File: config.mk
export PLATFORM = sky130hd
export DESIGN_NAME = if_stage_n
export DESIGN_NICKNAME = d
export VERILOG_FILES = /design/src/rtl/if_stage_n_pkg.sv /design/src/rtl/if_inst_queue.sv /design/src/rtl/if_stage_n.sv
export SDC_FILE = /design/constraint.sdc
export NUM_CORES = 1
export LEC_CHECK = 0
export CAP_MARGIN = 15
export CORE_MARGIN = 2
export CORE_UTILIZATION = 58
export CTS_CLUSTER_DIAMETER = 60
export DETAILED_ROUTE_END_ITERATION = 8
export PLACE_DENSITY = 0.8
export SLEW_MARGIN = 25
export SYNTH_ARGS = -nofsm -noshare
export SYNTH_HDL_FRONTEND = slang
export SYNTH_SLANG_ARGS = --single-unit
export TNS_END_PERCENT = 1
File: constraint.sdc
create_clock -name clock -period 7.27 [get_ports clock]
set_clock_uncertainty 0.05 [all_clocks]
set_input_delay 1.454 -clock clock [delete_from_list [all_inputs] [get_ports clock]]
set_output_delay 1.454 -clock clock [all_outputs]
set_load 0.05 [all_outputs]
File: src/rtl/if_stage_n_pkg.sv
// if_stage_n_pkg: shared fetch-stage state encoding and width constants
package if_stage_n_pkg;
  localparam int PC_W = 32;
  localparam int INST_W = 32;
  localparam logic [PC_W-1:0] RESET_PC = 32'hBFC00000;
  typedef enum logic [1:0] {IDLE, REQ, WAIT} fetch_state_t;
endpackage

File: src/rtl/if_inst_queue.sv
// if_inst_queue: circular instruction queue with up-to-FW writes, one read and a flush that still accepts writes
module if_inst_queue
  import if_stage_n_pkg::*;
#(
  parameter int FW = 2,
  parameter int DEPTH = 8,
  localparam int AW = $clog2(DEPTH),
  localparam int CW = $clog2(FW + 1)
) (
  input  logic                       clock,
  input  logic                       reset,
  input  logic                       flush,
  input  logic [CW-1:0]              wr_cnt,
  input  logic [FW-1:0][PC_W-1:0]    wr_pc,
  input  logic [FW-1:0][INST_W-1:0]  wr_inst,
  input  logic                       rd_en,
  output logic                       empty,
  output logic [AW:0]                free_cnt,
  output logic [PC_W-1:0]            rd_pc,
  output logic [INST_W-1:0]          rd_inst
);
  logic [PC_W-1:0] mem_pc [DEPTH];
  logic [INST_W-1:0] mem_inst [DEPTH];
  logic [AW-1:0] head, tail, base;
  logic [AW:0] count;
  assign base = flush ? '0 : tail;
  assign empty = count == '0;
  assign free_cnt = (AW+1)'(DEPTH) - count;
  assign rd_pc = empty ? '0 : mem_pc[head];
  assign rd_inst = empty ? '0 : mem_inst[head];
  always_ff @(posedge clock) begin
    if (reset) begin
      head <= '0;
      tail <= '0;
      count <= '0;
    end else begin
      head <= flush ? '0 : head + AW'(rd_en);
      tail <= base + AW'(wr_cnt);
      count <= (flush ? '0 : count - (AW+1)'(rd_en)) + (AW+1)'(wr_cnt);
    end
  end
  always_ff @(posedge clock) begin
    for (int i = 0; i < FW; i++) begin
      if (i < int'(wr_cnt)) begin
        mem_pc[base + AW'(i)] <= wr_pc[i];
        mem_inst[base + AW'(i)] <= wr_inst[i];
      end
    end
  end
endmodule

File: src/rtl/if_stage_n.sv
// if_stage_n: instruction fetch stage feeding decode through an instruction queue
module if_stage_n
  import if_stage_n_pkg::*;
#(
  parameter int FETCH_WIDTH = 2,
  parameter int QUEUE_DEPTH = 8,
  parameter logic [PC_W-1:0] RESET_PC = if_stage_n_pkg::RESET_PC
) (
  input  logic                          clock,
  input  logic                          reset,
  input  logic                          io_redirect_valid,
  input  logic [PC_W-1:0]               io_redirect_pc,
  input  logic                          io_bc_branch_cache_overwrite,
  input  logic [INST_W-1:0]             io_bc_inst,
  output logic                          io_cache_req_valid,
  input  logic                          io_cache_req_ready,
  output logic [PC_W-1:0]               io_cache_addr,
  input  logic                          io_cache_resp_valid,
  input  logic [FETCH_WIDTH*INST_W-1:0] io_cache_dout,
  output logic                          io_out_valid,
  input  logic                          io_out_ready,
  output logic [PC_W-1:0]               io_out_pc,
  output logic [INST_W-1:0]             io_out_inst
);
  localparam int CW = $clog2(FETCH_WIDTH + 1);
  localparam int AW = $clog2(QUEUE_DEPTH);
  fetch_state_t state;
  logic [PC_W-1:0] fpc, base, redir_pc;
  logic drop, resp_take, empty;
  logic [CW-1:0] k, wr_cnt;
  logic [FETCH_WIDTH-1:0][PC_W-1:0] wr_pc;
  logic [FETCH_WIDTH-1:0][INST_W-1:0] wr_inst;
  logic [AW:0] free_cnt;
  assign base = fpc & ~PC_W'(FETCH_WIDTH * 4 - 1);
  assign k = CW'((fpc >> 2) & PC_W'(FETCH_WIDTH - 1));
  assign redir_pc = {io_redirect_pc[PC_W-1:2], 2'b00};
  assign io_cache_addr = base;
  assign io_cache_req_valid = state == REQ;
  assign io_out_valid = !empty;
  always_comb begin
    resp_take = state == WAIT && io_cache_resp_valid && !io_redirect_valid;
    wr_cnt = io_redirect_valid ? CW'(io_bc_branch_cache_overwrite) : resp_take ? CW'(FETCH_WIDTH) - k : '0;
    for (int i = 0; i < FETCH_WIDTH; i++) begin
      wr_pc[i] = (i == 0 && io_redirect_valid) ? redir_pc : base + PC_W'(((int'(k) + i) % FETCH_WIDTH) * 4);
      wr_inst[i] = (i == 0 && io_redirect_valid) ? io_bc_inst : io_cache_dout[((int'(k) + i) % FETCH_WIDTH) * INST_W +: INST_W];
    end
  end
  always_ff @(posedge clock) begin
    if (reset || io_redirect_valid) begin
      state <= IDLE;
      drop <= (state == WAIT || (state == REQ && io_cache_req_ready) || drop) && !io_cache_resp_valid;
      fpc <= reset ? RESET_PC : redir_pc + (io_bc_branch_cache_overwrite ? PC_W'(4) : '0);
    end else begin
      drop <= drop && !io_cache_resp_valid;
      fpc <= resp_take ? base + PC_W'(FETCH_WIDTH * 4) : fpc;
      state <= (state == IDLE && free_cnt >= (AW+1)'(FETCH_WIDTH) && !drop) ? REQ :
               (state == REQ && io_cache_req_ready) ? WAIT :
               (state == WAIT && io_cache_resp_valid) ? IDLE : state;
    end
  end
  if_inst_queue #(.FW(FETCH_WIDTH), .DEPTH(QUEUE_DEPTH)) u_queue (
    .clock,
    .reset,
    .flush(io_redirect_valid),
    .wr_cnt,
    .wr_pc,
    .wr_inst,
    .rd_en(io_out_valid && io_out_ready),
    .empty,
    .free_cnt,
    .rd_pc(io_out_pc),
    .rd_inst(io_out_inst)
  );
endmodule
After elaboration in Yosys (flattened, before gate mapping):

Memory sizes are Yosys's and may differ from the RTL's. A register that Yosys moved wholly into a read port is not among the register bits.
Index checks and enable logic that the tools add are counted.

* mux-type cells: 22
* equality and inequality tests: 2
* add/sub/neg operators: 12
* order comparisons: 3
* reduce and logical (&&, ||, !) cells: 22
* shifts and indexed selects: 2
* bitwise logic cells: 1

Operators by type and width (count)
* 32-bit two-way mux: 7
* 64-bit by 7-bit indexed part select with 32-bit output: 2
* 32-bit by 3-bit adder with 32-bit output: 2
* 32-bit adder: 1
* 32-bit by 4-bit adder with 32-bit output, second input constant: 1
* 3-bit two-way mux: 4
* 1-bit logical AND: 8
* 2-bit two-way mux: 4
* 1-bit two-way mux: 6
* 4-bit by 2-bit adder with 4-bit output: 1
* 4-bit by 2-bit greater-or-equal comparator with 1-bit output, second input constant: 1
* 1-bit zero test: 4
* 4-bit zero test: 1
* 1-bit by 2-bit less-than comparator with 1-bit output, first input constant: 2
* 4-bit two-way mux: 1
* 2-bit nonzero test: 2
* 2-bit OR reduction: 2
* 4-bit by 1-bit subtractor with 4-bit output: 1
* 4-bit subtractor, first input constant: 1
* 3-bit by 1-bit adder with 3-bit output: 1
* 3-bit by 1-bit adder with 3-bit output, second input constant: 1
* 3-bit by 2-bit adder with 3-bit output: 1
* 1-bit logical OR: 3
* 3-bit nonzero test: 1
* other kinds (6): 6

* input bits: 135
* memory bits (writable): 512
* memories: 2
* word-level logic and storage cells: 73
* register bits: 45
* output and inout bits: 98

Memory list
* u_queue.mem_inst: depth 8, bits a word 32, rd ports 1, clocked after memory_dff 1, wr ports 2, RTL line if_inst_queue.sv:23 `logic [INST_W-1:0] mem_inst [DEPTH];`
* u_queue.mem_pc: depth 8, bits a word 32, rd ports 1, clocked after memory_dff 1, wr ports 2, RTL line if_inst_queue.sv:22 `logic [PC_W-1:0] mem_pc [DEPTH];`

Logic depth before layout (Yosys ltp):

Gate-level depths: netlist (run 1).

* word-level depth: 8
* mapped depth: 13
* gate-level depth less buffers: 13

Cells and area by module:

From an unflattened synthesis (run 1), not the netlist that was laid out.

* cells, all modules: 1908
* area, all modules: 30732.0 sq um

By module, submodules not included
* if_inst_queue: area an instance 26538.0 sq um, instances 1, sequential area each 15574.9 sq um, cells each 1412
* if_stage_n: area an instance 4194.0 sq um, instances 1, sequential area each 960.9 sq um, cells each 496

Worst setup path before layout (run 1):

OpenSTA, ideal clock, no wires.

* path kind: input port to flip-flop
* from: input port io_redirect_valid
* to: memory u_queue.mem_inst[0][0], enable pin
* buffers on the path: 4
* cell stages on the path: 6
* setup time: 0.489 ns
* data required time: 6.731 ns
* setup slack: 1.594 ns
* data arrival time: 5.137 ns
* cell sequence: buf_2 > buf_2 > clkbuf_1 > buf_2 > a21oi_1 > o21ai_1

RTL lines
* start, declared: RTL line if_stage_n.sv:11 `input logic io_redirect_valid,`
* end, declared: RTL line if_inst_queue.sv:23

==> results of run 1 <==
==> critical path, stage by stage (launching register included) <==
cell and delay, ns:
dfxtp_4 0.89, buf_4 0.68, mux4_2 0.59, mux2i_1 0.16
nor2_1 0.11, clkdlybuf4s50_1 0.73
==> stage by stage <==
stage | area, um^2 | std cells | worst slack, ns
floorplan | 26500 | 1662 | 1.59
global placement | 29100 | 2380 | 1.90
detailed placement | 29200 | 2382 | 1.80
CTS | 30800 | 2482 | 1.87
global route | 30900 | 2483 | 1.73
finish | 30900 | 2483 | 1.99
==> path summary, 6_finish.rpt <==
kind,slack [ns],start,end
worst min register to register,0.43,drop,drop
worst min-delay path,0.43,drop,drop
worst max register to register,3.28,u_queue.tail[0],u_queue.mem_pc[5][30]
worst max-delay path,1.99,u_queue.head[0],io_out_inst[14]
==> cell families (layout without fill, tap and decap cells) <==
group                    Yosys count  count (layout)  synth area share (%)
other                              1               5                0.0141
multiplexers                     535             535                  26.2
AND/OR/NAND/NOR                  280             280                  5.33
AO/OA/AOI/OAI                     87              87                  2.07
buffers and inverters            144             365                  3.25
XOR/XNOR                          57              57                  1.88
adder cells (fa/ha/maj)           15              15                 0.764
flip-flops                       539             539                  60.5
==> flip-flops by register name, summed over array words and instances (netlist names) <==
name,flops
u_queue.head,3
u_queue.mem_pc,240
u_queue.count,4
u_queue.mem_inst,256
state,2
fpc,30
drop,1
u_queue.tail,3
==> where the power goes <==
part           switching (W)  internal, W  leakage (nW)  total [W]
clock network        0.00115      0.00149         0.817    0.00264
logic               0.000639     0.000380          4.70    0.00102
registers          0.0000451      0.00349          4.91    0.00353
total                0.00184      0.00536          10.4    0.00720
==> layout make-up <==
type | instances | area share [%]
multi-input combinational | 979 | 31.6
clock inverter | 34 | 0.779
sequential | 539 | 52.1
timing repair buffer | 257 | 8.43
tap | 600 | 2.43
inverter | 8 | 0.0973
clock buffer | 66 | 4.59
==> metal layers <==
metal / track usage (%) / vias to the layer above / wire [um]
met5: 0 / - / 0
met4: 8.25 / 0 / 1480
met3: 4.10 / 105 / 4930
met2: 44.1 / 707 / 31200
met1: 36.6 / 8084 / 25300
li1: - / 6863 / -
==> synth_stat cells, types with 18 or more instances <==
library cell and number:
edfxtp_1 526, mux2i_1 383, nor2_1 130, mux4_2 124, buf_4 49, a21oi_1 38, buf_2 38, xor2_1 38
nand2_1 36, nand3_1 25, clkbuf_1 24, mux2_2 21, xnor2_1 19, nand4_1 18
==> impl_metrics.json, run 1 <==
{
  "post-dp-hpwl_um": 36900,
  "period_share_pct": 72.6,
  "hold_path_depth": 2,
  "drv_slew": 0,
  "tightest_slew_ns": 1.10,
  "cts_root_buf": "clkbuf_16",
  "maxSlewHeadroom_pct": 26.9,
  "layout_min_cycle_time_ns": 5.28,
  "firstDrtPassIters": 5,
  "cts_sinks": 539,
  "p_leak_nw": 10.4,
  "whs_ns": 0.431,
  "synth_cells": 1658,
  "htree_levels": 2,
  "finalPower_w": 0.00720,
  "grt-ovfl-total": 0,
  "critPathKind": "flop to output pin",
  "die_w_um": 218,
  "clk_pin_slew_ns": 0.06,
  "grt_pass1_wl_um": 94500,
  "drv_cap": 0,
  "critPathLaunchType": "flop",
  "synthFlopType": "edfxtp_1",
  "wire_per_inst_um": 25.3,
  "fin_nets": 1988,
  "die-area_mm2": 0.0475,
  "vias_per_cell": 6.35,
  "drcViolationCount": 0,
  "clock.fmax_mhz": 190,
  "rsz0062_at_grt": "no",
  "fillers": 3040,
  "rows": 78,
  "synth_seq_area_share_pct": 60.5,
  "syn_avg_cell_area_um2": 16.0,
  "cts_hold_buf": 0,
  "track_usage_pct": 26.6,
  "drt-total-wl_um": 62900,
  "die_h_um": 218,
  "path_max_fanout": 38,
  "grt_max_degree": 82,
  "area_growth_pct": 16.3,
  "syn_area_mm2": 0.0265,
  "synthArstFlopShare_pct": 0,
  "cts_buffer_depth": 3,
  "drive_gt1_share_pct": 15.4,
  "arrival_ns": 3.77,
  "multi_input_comb_area_mm2": 0.00975,
  "cts_tree": "yes",
  "peakVddDrop_mv": 0.177,
  "clkLatencyLatePin_ns": 0.59,
  "synth_edf_count": 526,
  "synth_area_leader_cell": "edfxtp_1",
  "initial_core_util_pct": 58.6,
  "post_cts_resized": 0,
  "setup_viol": 0,
  "post-route-util_pct": 68.1,
  "io_pins": 233,
  "finalHoldViolations": 0,
  "ys_types": 57,
  "gp_congestion": 0.846,
  "ys_ff_latch": 539,
  "num_vias": 15759,
  "coreArea_mm2": 0.0453,
  "synth_top_cell_area_share_pct": 59.5,
  "tns_ns": 0,
  "r2r_cells": 8,
  "synthTopCellsByArea": "edfxtp_1 (60%), mux2i_1 (14%), mux4_2 (11%), nor2_1 (1.8%), buf_4 (1.4%)",
  "hold_class": "flop to flop",
  "yosys_warnings": 0,
  "layout_commonest_cell": "edfxtp_1",
  "seq_area_mm2": 0.0161,
  "worstPathRequired_ns": 5.77,
  "port_buffers": 225,
  "pwr_density_cell_mw_per_mm2": 233,
  "grt_antenna_before_repair": 0,
  "layout_common_cells": "edfxtp_1 (526), mux2i_1 (383), clkdlybuf4s50_1 (224), nor2_1 (129), mux4_2 (124)",
  "n_antenna_cell": 0,
  "cts_setup_buffers": 0,
  "ant_nets": 0,
  "grt_pass1_vias": 15949,
  "worstSetupEndpointType": "output pin",
  "drt_iter0_markers": 1458,
  "status": "completed",
  "numCtsBuffers": 53
}
Power figures use the tool's default switching activity.
==> inputs of run 2 (changes only) <==
- clock period: 7.27 -> 5 ns (I/O delays scaled with it)
==> impl_metrics.json, run 2 (synthesis results as in run 1) <==
{
  "finalPower_w": 0.0106,
  "firstDrtPassIters": 6,
  "reg_top3": "u_queue.mem_inst x256, u_queue.mem_pc x240, fpc x30",
  "arrival_ns": 3.46,
  "fin_nets": 1996,
  "initial_core_util_pct": 58.6,
  "grt_pass1_vias": 16101,
  "area_growth_pct": 16.7,
  "grt-ovfl-total": 0,
  "cts_root_buf": "clkbuf_16",
  "drt_iter0_markers": 1360,
  "maxSlewHeadroom_pct": 36.2,
  "cts_tree": "yes",
  "drv_cap": 0,
  "pwr_density_cell_mw_per_mm2": 341,
  "finalNonFillerCells": 2490,
  "io_pins": 233,
  "clock.fmax_mhz": 222,
  "grt_antenna_before_repair": 3,
  "rows": 78,
  "layout_common_cells": "edfxtp_1 (526), mux2i_1 (383), clkdlybuf4s50_1 (224), nor2_1 (129), mux4_2 (124)",
  "cts_sinks": 539,
  "htree_levels": 2,
  "numCtsBuffers": 52,
  "whs_ns": 0.425,
  "post-place-cells": 2392,
  "clkLatencyLatePin_ns": 0.60,
  "fin_area_mm2": 0.0310,
  "vias_per_cell": 6.27,
  "period_share_pct": 90.1,
  "largest_reg_flops": 256,
  "p_leak_nw": 10.5,
  "rsz0062_at_grt": "no",
  "drcViolationCount": 0,
  "placed_cell_area_mm2": 0.0293,
  "regMostFlops": "u_queue.mem_inst",
  "coreArea_mm2": 0.0453,
  "hold_class": "flop to flop",
  "critPathKind": "flop to output pin",
  "ant_nets": 0,
  "grt_max_degree": 68,
  "drive_gt1_share_pct": 16.0,
  "status": "completed",
  "critPathLaunchType": "flop",
  "cts_hold_buf": 0,
  "post_cts_resized": 0,
  "port_buffers": 225,
  "grt_pass1_wl_um": 94200,
  "num_vias": 15609,
  "drt-total-wl_um": 62600,
  "die_h_um": 218,
  "layout_min_cycle_time_ns": 4.51,
  "wire_per_inst_um": 25.1,
  "worstPathRequired_ns": 3.95,
  "post-dp-hpwl_um": 38000,
  "die_w_um": 218,
  "worstSetupEndpointType": "output pin",
  "peakVddDrop_mv": 0.287,
  "setup_viol": 0,
  "cts_buffer_depth": 3,
  "die-area_mm2": 0.0475,
  "finalHoldViolations": 0,
  "tightest_slew_ns": 0.954,
  "track_usage_pct": 26.6,
  "clk_pin_slew_ns": 0.06,
  "cts_setup_buffers": 0,
  "layout_commonest_cell": "edfxtp_1",
  "path_max_fanout": 31,
  "drv_slew": 0,
  "gp_congestion": 0.801
}
## run 2: changes by cell type in the layout (fill, tap and decap cells not counted), sizes merged
cell / previous run / this run
diode: 0 / 2
clkbuf: 66 / 72
buf: 33 / 42
bufinv: 3 / 4
clkinv: 27 / 16
## run 2: through the flow
step | worst slack [ns] | util, % | TNS, ns
global placement | 1.10 | 64.6 | 0
detailed placement | 1.03 | 64.6 | 0
global route | 0.331 | 68.4 | 0
floorplan | -0.134 | - | -28.90
finish | 0.494 | 68.4 | 0
CTS | 0.434 | 68.4 | 0
## run 2: report_power, final
group,switching [W],internal [W],total (W)
logic,0.000926,0.000564,0.00149
clock network,0.00168,0.00225,0.00393
registers,0.0000655,0.00507,0.00514
total,0.00267,0.00789,0.0106
## run 2: worst max-delay path: stages (launching register included)
cell and delay [ns]:
dfxtp_4 0.81, buf_4 0.39, mux4_2 0.55, mux2i_1 0.32, nor2_1 0.07, clkdlybuf4s50_1 0.70
## run 2: layer usage
metal  track usage (%)  vias up  wire length (um)
met3              3.43       96              4280
met2              45.2      637             31400
met4              8.55        2              1560
met5                 0        -                10
li1                  -     6870                 -
met1              36.0     8004             25300
## run 2: worst paths after layout
| check | start | to | slack [ns] | cells after the start |
|---|---|---|---|---|
| hold reg to reg | drop | drop | 0.42 | 2 |
| setup / recovery | u_queue.head[0] | io_out_pc[24] | 0.49 | 5 |
| hold / removal | drop | drop | 0.42 | 2 |
| setup reg to reg | u_queue.tail[0] | u_queue.mem_pc[6][4] | 1.52 | 6 |
## run 2: final cells by class
class	count	area (um^2)
diodes	2	5.00
clock buffers	72	1460
clock inverters	24	240
fillers	3081	14300
inverters	8	30.0
multi-input cells	979	9730
flip-flops and latches	539	16100
well taps	600	751
repair buffers	266	2680
==> inputs of run 3 (changes only) <==
- GPL_TIMING_DRIVEN: not set -> 0
==> impl_metrics.json, run 3 (synthesis results as in run 1) <==
{
  "hold_class": "flop to flop",
  "period_share_pct": 97.5,
  "track_usage_pct": 29.7,
  "drv_slew": 0,
  "post-dp-hpwl_um": 46200,
  "io_pins": 233,
  "largest_reg_flops": 256,
  "grt_antenna_before_repair": 1,
  "peakVddDrop_mv": 0.280,
  "initial_core_util_pct": 58.6,
  "numCtsBuffers": 52,
  "vias_per_cell": 6.39,
  "area_growth_pct": 20.5,
  "die-area_mm2": 0.0475,
  "final.setup.worst_slack_ns": 0.127,
  "grt_max_degree": 33,
  "port_buffers": 224,
  "dp_slack_ns": 0.116,
  "critPathLaunchType": "flop",
  "cts_root_buf": "clkbuf_16",
  "layout_common_cells": "edfxtp_1 (526), mux2i_1 (383), clkdlybuf4s50_1 (224), nor2_1 (129), mux4_2 (124)",
  "drive_gt1_share_pct": 18.7,
  "rows": 78,
  "arrival_ns": 3.82,
  "pwr_density_cell_mw_per_mm2": 335,
  "drt-total-wl_um": 70000,
  "ant_nets": 0,
  "tightest_slew_ns": 1.04,
  "wire_per_inst_um": 26.8,
  "grt-ovfl-total": 0,
  "clk_pin_slew_ns": 0.06,
  "cts_sinks": 539,
  "finalHoldViolations": 0,
  "cts_tree": "yes",
  "clkLatencyLatePin_ns": 0.63,
  "regMostFlops": "u_queue.mem_inst",
  "hold_path_depth": 2,
  "fin_nets": 2118,
  "worstPathRequired_ns": 3.95,
  "cts_setup_buffers": 0,
  "reg_top3": "u_queue.mem_inst x256, u_queue.mem_pc x240, fpc x30",
  "drt_iter0_markers": 1803,
  "fin_area_mm2": 0.0320,
  "critPathKind": "flop to output pin",
  "status": "completed",
  "n_antenna_cell": 0,
  "drcViolationCount": 0,
  "clock.fmax_mhz": 205,
  "maxSlewHeadroom_pct": 30.4,
  "grt_pass1_wl_um": 104000,
  "cts_buffer_depth": 3,
  "num_vias": 16683,
  "die_w_um": 218,
  "grt_pass1_vias": 17129,
  "coreArea_mm2": 0.0453,
  "setup_viol": 0,
  "htree_levels": 2,
  "layout_min_cycle_time_ns": 4.87,
  "p_leak_nw": 11.1,
  "worstSetupEndpointType": "output pin",
  "rsz0062_at_grt": "no",
  "firstDrtPassIters": 5,
  "post-route-util_pct": 70.6,
  "drv_cap": 0,
  "layout_commonest_cell": "edfxtp_1",
  "path_max_fanout": 10,
  "gp_congestion": 0.858,
  "r2r_cells": 11,
  "placed_cell_area_mm2": 0.0303,
  "die_h_um": 218
}
run 3: changes by cell type in the layout (fill, tap and decap cells not counted), moves of 4 or more:
cell      change
and2_1        +4
and2_2        -4
buf_1        +12
buf_12        -5
buf_16       +16
buf_2        +38
buf_4        +17
buf_6        +13
buf_8         +6
clkbuf_1     +21
clkbuf_8      -4
clkinv_1      +8
nand3_1       +4
nand3_2       -4
run 3: path summary, 6_finish.rpt:
path / startpoint / end / slack (ns)
hold reg to reg: drop / drop / 0.46
hold / removal: drop / drop / 0.46
setup reg to reg: u_queue.tail[0] / u_queue.mem_inst[0][14] / 1.30
setup / recovery: u_queue.head[1] / io_out_inst[21] / 0.13
run 3: where the power goes:
group | switching, W | internal, W | leakage [nW] | total [W]
clock | 0.00172 | 0.00226 | 0.836 | 0.00398
combinational | 0.000993 | 0.000597 | 5.31 | 0.00159
sequential | 0.0000528 | 0.00507 | 4.91 | 0.00513
total | 0.00277 | 0.00793 | 11.1 | 0.0107
run 3: final cells by class:
| type | instances | area (um^2) |
|---|---|---|
| Tap cell | 600 | 751 |
| Clock inverter | 33 | 338 |
| Buffer | 136 | 835 |
| Sequential cell | 539 | 16100 |
| Multi-Input combinational cell | 979 | 9710 |
| Timing Repair Buffer | 252 | 2880 |
| Inverter | 8 | 30.0 |
| Clock buffer | 65 | 1370 |
| Fill cell | 2934 | 13300 |
run 3: what timing repair did:
item,in CTS,in global routing
gates resized for setup,0,3
setup endpoints to repair,0,3
endpoints found under the hold margin,0,0
hold buffers,0,0
run 3: metrics by stage:
step / cells / total power (W) / hold slack [ns] / setup TNS (ns)
finish: 2612 / 0.0107 / 0.461 / 0
detailed placement: 2514 / 0.00679 / 0.447 / 0
global route: 2612 / 0.0110 / 0.514 / 0
global placement: 2486 / 0.00673 / 0.411 / -1321.97
floorplan: 1662 / 0.00620 / 0.388 / -28.90
CTS: 2612 / 0.0107 / 0.461 / 0
run 3: critical path, stage by stage, from the launching register on:
cell and delay, ns:
dfxtp_1 0.34, buf_2 0.24, buf_2 0.35, buf_1 0.72, mux4_2 0.36, mux2i_1 0.08, nor2_1 0.25, clkdlybuf4s50_1 0.87
run 3: routing by layer:
metal	vias up	wire length, um	global-route usage [%]
met4	2	2630	13.1
li1	7101	-	-
met3	167	6510	4.85
met2	983	34700	49.1
met1	8430	26100	39.3
met5	-	11	0
